===== src/rtl/hazard_stall_ctrl.sv =====
// hazard_stall_ctrl: RV32I 5-stage hazard unit with forwarding, load-use/branch control, memory-wait freeze, timeout trap and stall counter
// Ports: clk/rst_n (async active-low); Rs*/Rd* stage register addresses; ResultSrcE, RegWriteM/W, PcSrcE;
//        dmem_req/dmem_ready memory handshake; ForwardAE/BE forwarding selects; Stall*/Flush* stage enables;
//        mem_err sticky timeout flag; stall_cnt saturating count of StallF cycles.
module hazard_stall_ctrl #(
    parameter int RA_W    = 5,
    parameter int TIMEOUT = 16,
    parameter int CNT_W   = 32
) (
    input  logic             clk,
    input  logic             rst_n,
    input  logic [RA_W-1:0]  Rs1D,
    input  logic [RA_W-1:0]  Rs2D,
    input  logic [RA_W-1:0]  Rs1E,
    input  logic [RA_W-1:0]  Rs2E,
    input  logic [RA_W-1:0]  RdE,
    input  logic [RA_W-1:0]  RdM,
    input  logic [RA_W-1:0]  RdW,
    input  logic [1:0]       ResultSrcE,
    input  logic             RegWriteM,
    input  logic             RegWriteW,
    input  logic             PcSrcE,
    input  logic             dmem_req,
    input  logic             dmem_ready,
    output logic [1:0]       ForwardAE,
    output logic [1:0]       ForwardBE,
    output logic             StallF,
    output logic             StallD,
    output logic             StallE,
    output logic             StallM,
    output logic             FlushD,
    output logic             FlushE,
    output logic             FlushW,
    output logic             mem_err,
    output logic [CNT_W-1:0] stall_cnt
);
    localparam int WC_W = $clog2(TIMEOUT + 1);

    typedef enum logic [1:0] {IDLE, WAIT, ERR} state_t;

    state_t            state_q, state_d;
    logic [WC_W-1:0]   wait_cnt_q, wait_cnt_d;
    logic [CNT_W-1:0]  stall_cnt_q, stall_cnt_d;
    logic              lw_stall, mem_busy;

    always_comb begin
        ForwardAE = (RegWriteM && RdM != '0 && RdM == Rs1E) ? 2'b10 :
                    (RegWriteW && RdW != '0 && RdW == Rs1E) ? 2'b01 : 2'b00;
        ForwardBE = (RegWriteM && RdM != '0 && RdM == Rs2E) ? 2'b10 :
                    (RegWriteW && RdW != '0 && RdW == Rs2E) ? 2'b01 : 2'b00;
    end

    assign lw_stall = (ResultSrcE == 2'b01) && RdE != '0 && (RdE == Rs1D || RdE == Rs2D);
    assign mem_busy = (state_q == ERR) || (dmem_req && !dmem_ready);

    // A memory freeze holds E, so a pending branch or load-use simply re-presents once it lifts.
    always_comb begin
        StallF = mem_busy || (!PcSrcE && lw_stall);
        StallD = StallF;
        StallE = mem_busy;
        StallM = mem_busy;
        FlushW = mem_busy;
        FlushD = !mem_busy && PcSrcE;
        FlushE = !mem_busy && (PcSrcE || lw_stall);
    end

    // wait_cnt counts consecutive not-ready cycles; the cycle that enters WAIT is the first.
    always_comb begin
        state_d    = state_q;
        wait_cnt_d = wait_cnt_q;
        case (state_q)
            IDLE: if (dmem_req && !dmem_ready) begin
                state_d    = WAIT;
                wait_cnt_d = WC_W'(1);
            end
            WAIT: if (!dmem_req || dmem_ready) begin
                state_d    = IDLE;
                wait_cnt_d = '0;
            end else begin
                wait_cnt_d = wait_cnt_q + WC_W'(1);
                state_d    = (wait_cnt_q == WC_W'(TIMEOUT - 1)) ? ERR : WAIT;
            end
            default: state_d = ERR;
        endcase
        stall_cnt_d = (StallF && !(&stall_cnt_q)) ? stall_cnt_q + CNT_W'(1) : stall_cnt_q;
    end

    always_ff @(posedge clk or negedge rst_n) begin
        if (!rst_n) begin
            state_q     <= IDLE;
            wait_cnt_q  <= '0;
            stall_cnt_q <= '0;
        end else begin
            state_q     <= state_d;
            wait_cnt_q  <= wait_cnt_d;
            stall_cnt_q <= stall_cnt_d;
        end
    end

    assign mem_err   = (state_q == ERR);
    assign stall_cnt = stall_cnt_q;
endmodule

===== config.mk =====
export PLATFORM = sky130hd
export DESIGN_NAME = hazard_stall_ctrl
export DESIGN_NICKNAME = d
export VERILOG_FILES = /design/src/rtl/hazard_stall_ctrl.sv
export SDC_FILE = /design/constraint.sdc
export NUM_CORES = 1
export LEC_CHECK = 0
export CORE_MARGIN = 5
export CORE_UTILIZATION = 35
export CTS_BUF_LIST = sky130_fd_sc_hd__clkbuf_16
export DETAILED_ROUTE_END_ITERATION = 10
export PLACE_DENSITY = 0.77
export SKIP_CTS_REPAIR_TIMING = 1
export SLEW_MARGIN = 20
export SYNTH_ARGS = -nofsm -noshare
export SYNTH_HDL_FRONTEND = slang
export SYNTH_SLANG_ARGS = --single-unit
export TNS_END_PERCENT = 10

===== constraint.sdc =====
create_clock -name clk -period 3.3 [get_ports clk]
set_input_delay 0.99 -clock clk [delete_from_list [all_inputs] [get_ports clk]]
set_output_delay 0.99 -clock clk [all_outputs]
set_load 0.03 [all_outputs]

==> key figures, run 1 <==
Placed design
  • Placed Area: ~0.0035 mm^2
  • DP Worst Slack: -651 ps
  • Placer Congestion: around 0.81
  • HPWL after detailed placement: a little under 5 mm
  • Placed Cells: between 400 and 500
  • # port buffers: 87

Critical path
  • Required @ worst endpoint: 2310 ps
  • Worst setup EP type: primary output
  • Reg2reg start: stall_cnt[6]$_DFFE_PN0P_
  • CP Launch Point: RdM[4]
  • Startpoint types: primary input
  • Crit-path max FO: 2
  • Crit path DAT: between 2000 and 2500 ps
  • Critical path type: primary input to primary output

Timing
  • Setup ws final: -137 ps
  • Final setup TNS: -199 ps
  • Crit path time final: 3440 ps
  • Final hold vios: 0
  • Actual slew at the worst max-slew pin: between 800 and 900 ps
  • Achievable Freq: a little under 0.3 GHz
  • Worst Skew: between 6 and 7 ps
  • Worst rel slew slack: 0.423
  • RSZ-0062 raised after global routing: true
  • Tcrit/Tclk final: 1.04
  • # setup viols final: 3
  • Max-slew violations: 0

Logic synthesis
  • Yosys reg bits: 39
  • Ys Warns: 0
  • Synth cell count leaders: 39 x dfrtp_1, 36 x xnor2_1, 25 x nand3_1, 25 x xor2_1
  • Number of synthesized flops with an enable pin: 0
  • Dominant synthesized flop cell: dfrtp_1
  • Post-synthesis net count: 295
  • Post-Syn Instances: between 200 and 250
  • Asr flop ratio synth: 1.00
  • Average cell area after synthesis: 9.58 um^2
  • Most frequent cell after synthesis: dfrtp_1
  • Mapped cell area: between 0.002 and 0.0025 mm^2
  • Top cell type by total area after synthesis: dfrtp_1
  • Sequential area share after synthesis: 0.411
  • Top cells by area, synth: dfrtp_1 41%, xnor2_1 13%, xor2_1 9.2%
  • Share of the synthesized area in the top cell type: 0.411
  • Synth cell types: 33

Power and ir drop
  • P_sw: between 0.0002 and 0.0003 W
  • PD cells: between 300 and 400 mW/mm^2
  • Clk network pwr share: 0.488
  • Switching portion of total power: 0.209
  • Combinational power share: 0.130
  • Int Power: 0.00100 W
  • Leakage: around 1.8 nW
  • Seq pwr share: 0.382
  • Peak supply drop: roughly 0.20 mV
  • Total power: 0.00126 W

Floorplan
  • Floorplan row count: 30
  • Boundary pin count: 88
  • Chip Height: ~92 um
  • Die W: 92.4 um
  • Floorplan Core Area: about 0.0067 mm^2
  • Initial core utilization: 0.356
  • DIE AREA: approximately 0.0085 mm^2

Cells and area
  • Syn-to-layout area delta: 63.0%
  • Multi-input logic area: 0.00145 mm^2
  • Layout cell share with drive strength beyond 1: 0.204
  • Register area: roughly 980 um^2
  • Layout Cells excl Fill: approximately 440
  • Final instance area: about 0.0039 mm^2
  • # nets final: between 400 and 500
  • Fill count: between 500 and 600
  • Antenna cells: 0

Drt
  • Vias per inst: between 5 and 6
  • Residual DRC: 0
  • DR WL/cell: around 15 um
  • DR pass1 iterations: 4
  • DRT Wirelength: approximately 6.7 mm
  • Routed Antenna Nets: 0
  • Vias: about 2300
  • Initial DRC Count: about 110

Clock tree
  • Max clock buf depth: 2
  • Clock slew at reported path FFs: 60 ps
  • Worst-Skew Late Latency: 280 ps
  • Clock sink total: 39
  • CTS tree: built
  • Htree depth: 2
  • Total CTS buffers: 5
  • Root buffer cell: clkbuf_16

Outcome
  • Outcome: finished, violations left
  • Failing checks: setup timing

Job
  • Max Cap Viol: 0

Min path
  • Min-delay worst type: flip-flop to flip-flop
  • Worst Hold Launch: wait_cnt_q[4]$_DFFE_PN0P_

Global routing
  • Initial antenna violation count: 0
  • Largest net degree at the start of global routing: 40
  • Number of global-route vias before repair: 2310
  • Global-route wire length before repair: about 10 mm
  • Gr ovfl total: 0
  • GRT Overall Usage: 0.149
-- state kept, by name, summed over array words and instances (netlist names) --
name / count
stall_cnt: 32
state_q: 2
wait_cnt_q: 5
-- critical path, stage by stage --
cell and delay [ps]:
buf_6 100, or4_4 540, o21ai_4 200, buf_6 120, nor4_4 40, nor4_4 280
buf_6 170
-- layout make-up --
class                      instances  area share
clock buffer                       5      0.0323
clock inverter                     3      0.0165
inverter                           5     0.00485
multi-input combinational        195       0.375
sequential                        39       0.252
tap                               80      0.0258
timing repair buffer             116       0.293
-- power groups by stage --
stage | clock network [W] | logic, W | registers [W]
floorplan | 0 | 0.0000443 | 0.000496
global placement | 0 | 0.000151 | 0.000492
detailed placement | 0 | 0.000155 | 0.000492
CTS | 0.000620 | 0.000155 | 0.000483
global route | 0.000642 | 0.000178 | 0.000483
finish | 0.000616 | 0.000164 | 0.000483
-- cells by family (layout without fill, tap and decap cells) --
logic type	after synthesis	in the layout	synth area share
buf+inv	14	129	0.0321
xor+xnor	61	61	0.225
simple gates	113	113	0.261
mux	2	2	0.00895
flops	39	39	0.411
fa+ha+maj	3	3	0.0158
compound gates	16	16	0.0463
-- per-layer routing --
layer	track usage	share of wire	vias up
li1	-	-	1086
met1	0.161	0.37	1095
met2	0.275	0.53	86
met3	0.0512	0.082	9
met4	0.0421	0.016	0
met5	0	0	-
-- layout by cell type, fill, tap and decap left out, types with 6 or more instances in the layout --
| cell | n |
|---|---|
| xnor2_1 | 35 |
| nand4_1 | 10 |
| nand3_1 | 24 |
| buf_4 | 32 |
| inv_1 | 6 |
| xor2_1 | 25 |
| nor2_1 | 17 |
| and3_1 | 14 |
| clkdlybuf4s50_1 | 43 |
| dfrtp_1 | 39 |
| buf_6 | 8 |
| dlymetal6s2s_1 | 28 |
| nand2_1 | 17 |
-- stage by stage --
step                      hold slack (ps)   util
final                                 473  0.580
after global placement                459  0.525
after detailed placement              467  0.525
after floorplan                       449      -
after global routing                  520  0.580
after CTS                             480  0.553
-- final timing paths --
check	slack (ps)	depth (start not counted)	end
setup / recovery	-140	7	ForwardBE[0]
hold / removal	470	2	wait_cnt_q[4]$_DFFE_PN0P_
setup reg to reg	1160	7	stall_cnt[23]$_DFFE_PN0P_
hold reg to reg	470	2	wait_cnt_q[4]$_DFFE_PN0P_
max in group asynchronous	1930	1	stall_cnt[9]$_DFFE_PN0P_
min in group asynchronous	830	1	stall_cnt[27]$_DFFE_PN0P_
(Power assumes the default switching activity.)
==> run 2, diff against run 1 <==
--- a/config.mk
+++ b/config.mk
@@ -9,10 +9,10 @@
 export CORE_UTILIZATION = 35
 export CTS_BUF_LIST = sky130_fd_sc_hd__clkbuf_16
 export DETAILED_ROUTE_END_ITERATION = 10
-export PLACE_DENSITY = 0.77
+export PLACE_DENSITY = 0.66
 export SKIP_CTS_REPAIR_TIMING = 1
 export SLEW_MARGIN = 20
 export SYNTH_ARGS = -nofsm -noshare
 export SYNTH_HDL_FRONTEND = slang
 export SYNTH_SLANG_ARGS = --single-unit
-export TNS_END_PERCENT = 10
+export TNS_END_PERCENT = 20
==> key figures, run 2 (synthesized netlist as in run 1, its figures left out) <==
Drt
  • DR pass1 iterations: 4 (unchanged)
  • Routed Antenna Nets: 0 (unchanged)
  • Residual DRC: 0 (unchanged)
  • Vias per inst: 4.97 (-3.3%)
  • DRT Wirelength: 6.36 mm (-5.8%)
  • DR WL/cell: 14.4 um (-5.6%)
  • Vias: 2196 (-3.5%)
  • Initial DRC Count: 109 (-2.7%)

Critical path
  • FF-to-FF End: stall_cnt[1]$_DFFE_PN0P_
  • Startpoint types: primary input
  • Crit-path max FO: 2 (unchanged)
  • Worst setup EP type: primary output
  • Crit path DAT: 2400 ps (-50 ps)
  • Worst setup path endpoint: ForwardBE[0]
  • Register-to-Register Path Depth: 6 (-1)
  • CP Launch Point: RdM[3]
  • Required @ worst endpoint: 2310 ps (about the same)
  • Reg2reg start: stall_cnt[13]$_DFFE_PN0P_
  • Reg-to-reg setup timing slack: 1080 ps (-80 ps)
  • Critical path type: primary input to primary output

Floorplan
  • Floorplan Core Area: 0.00668 mm^2 (unchanged)
  • Die W: 92.4 um (unchanged)
  • DIE AREA: 0.00854 mm^2 (unchanged)
  • Chip Height: 92.4 um (unchanged)
  • Floorplan row count: 30 (unchanged)
  • Initial core utilization: 0.356 (unchanged)
  • Boundary pin count: 88 (unchanged)

Placed design
  • # port buffers: 87 (unchanged)
  • Placer Congestion: 0.779 (-4.1%)
  • DP Worst Slack: -629 ps (+21.4 ps)
  • Placed Area: 0.00351 mm^2 (+0.21%)
  • HPWL after detailed placement: 4.89 mm (-0.55%)

Timing
  • Actual slew at the worst max-slew pin: 851 ps (-14.4 ps)
  • Worst rel slew slack: 0.433 (+0.00957)
  • Achievable Freq: 0.295 GHz (+1.3%)
  • Final hold vios: 0 (unchanged)
  • Hold Slack: 483 ps (+9.35 ps)
  • Tcrit/Tclk final: 1.03 (-0.0137)
  • Crit path time final: 3390 ps (-45.2 ps)
  • Worst Skew: 4.36 ps (-1.71 ps)
  • Setup ws final: -91.4 ps (+45.2 ps)
  • # setup viols final: 2 (-1)
  • Max-slew violations: 0 (unchanged)
  • RSZ-0062 raised after global routing: true

Cells and area
  • Commonest cells after routing, fill and taps aside: 41 x clkdlybuf4s50_1, 39 x dfrtp_1, 36 x xnor2_1, 33 x buf_4, 32 x dlymetal6s2s_1
  • Final instance area: 0.00381 mm^2 (-1.7%)
  • Register area: 976 um^2 (unchanged)
  • Syn-to-layout area delta: 60.2%
  • Fill count: 603 (+6.2%)
  • Utilization of the core after routing: 0.570 (-0.00974)
  • Layout cell share with drive strength beyond 1: 0.182 (-0.0215)
  • Leading cell type in the layout, fill and taps excluded: clkdlybuf4s50_1
  • Antenna cells: 0 (unchanged)
  • Multi-input logic area: 0.00143 mm^2 (-1.3%)
  • # nets final: 408 (-0.24%)
  • Max reg flops: 32 (unchanged)

Global routing
  • Gr ovfl total: 0 (unchanged)
  • Largest net degree at the start of global routing: 40 (unchanged)
  • Global-route wire length before repair: 10.2 mm (-1.6%)
  • GRT Overall Usage: 0.148 (-0.000928)
  • Number of global-route vias before repair: 2188 (-5.3%)
  • Initial antenna violation count: 0 (unchanged)

Min path
  • Min-delay worst type: flip-flop to flip-flop

Clock tree
  • Clock sink total: 39 (unchanged)
  • Root buffer cell: clkbuf_16
  • Htree depth: 2 (unchanged)
  • CTS tree: built
  • Worst-Skew Late Latency: 280 ps (about the same)
  • Max clock buf depth: 2 (unchanged)
  • Total CTS buffers: 5 (unchanged)
  • Clock slew at reported path FFs: 50 ps (about the same)

Power and ir drop
  • Peak supply drop: 0.180 mV (-8.7%)
  • Total power: 0.00109 W (-13%)
  • PD cells: 287 mW/mm^2 (-12%)
  • Leakage: 1.83 nW (-0.17%)

Outcome
  • Outcome: finished, violations left
  • Failing checks: setup timing

Job
  • Max Cap Viol: 0 (unchanged)
-- run 2: where the power goes --
part           leakage, nW  total, W  internal [W]  switching (W)
Combinational         1.23  0.000156     0.0000860      0.0000702
Sequential           0.520  0.000483      0.000481     0.00000270
Clock               0.0762  0.000455      0.000273       0.000182
Total                 1.83   0.00109      0.000839       0.000255
-- run 2: through the flow --
stage	TNS, ps	cells
after floorplan	0	248
after global placement	-2730	434
after detailed placement	-2910	434
after CTS	-2920	442
after global routing	-366	442
final	-178	442
-- run 2: worst min-delay path by stage --
stage	from	end	slack [ps]	depth (start not counted)
3_3_place_gp	wait_cnt_q[4]$_DFFE_PN0P_	wait_cnt_q[4]$_DFFE_PN0P_	460	2
3_5_place_dp	wait_cnt_q[4]$_DFFE_PN0P_	wait_cnt_q[4]$_DFFE_PN0P_	480	2
6_report	wait_cnt_q[4]$_DFFE_PN0P_	wait_cnt_q[4]$_DFFE_PN0P_	480	2
5_1_grt	stall_cnt[9]$_DFFE_PN0P_	stall_cnt[9]$_DFFE_PN0P_	510	1
2_1_floorplan	wait_cnt_q[4]$_DFFE_PN0P_	wait_cnt_q[4]$_DFFE_PN0P_	450	2
4_1_cts	wait_cnt_q[4]$_DFFE_PN0P_	wait_cnt_q[4]$_DFFE_PN0P_	490	2
-- run 2: area by class of cell --
cell class                 instances  share of cell area
multi-input combinational        195               0.377
timing repair buffer             115               0.300
clock buffer                       5              0.0329
tap                               80              0.0263
clock inverter                     3             0.00329
sequential                        39               0.256
inverter                           5             0.00493
-- run 2: layer usage --
layer  share of wire  global-route usage
met2            0.51               0.261
met3           0.073              0.0455
met4           0.016              0.0520
met1            0.40               0.170
met5               0                   0
-- run 2: worst max-delay path, stage by stage --
cell	delay [ps]
buf_6	90
or4_4	540
o21ai_4	230
nor4_4	90
nor4_4	290
buf_6	170
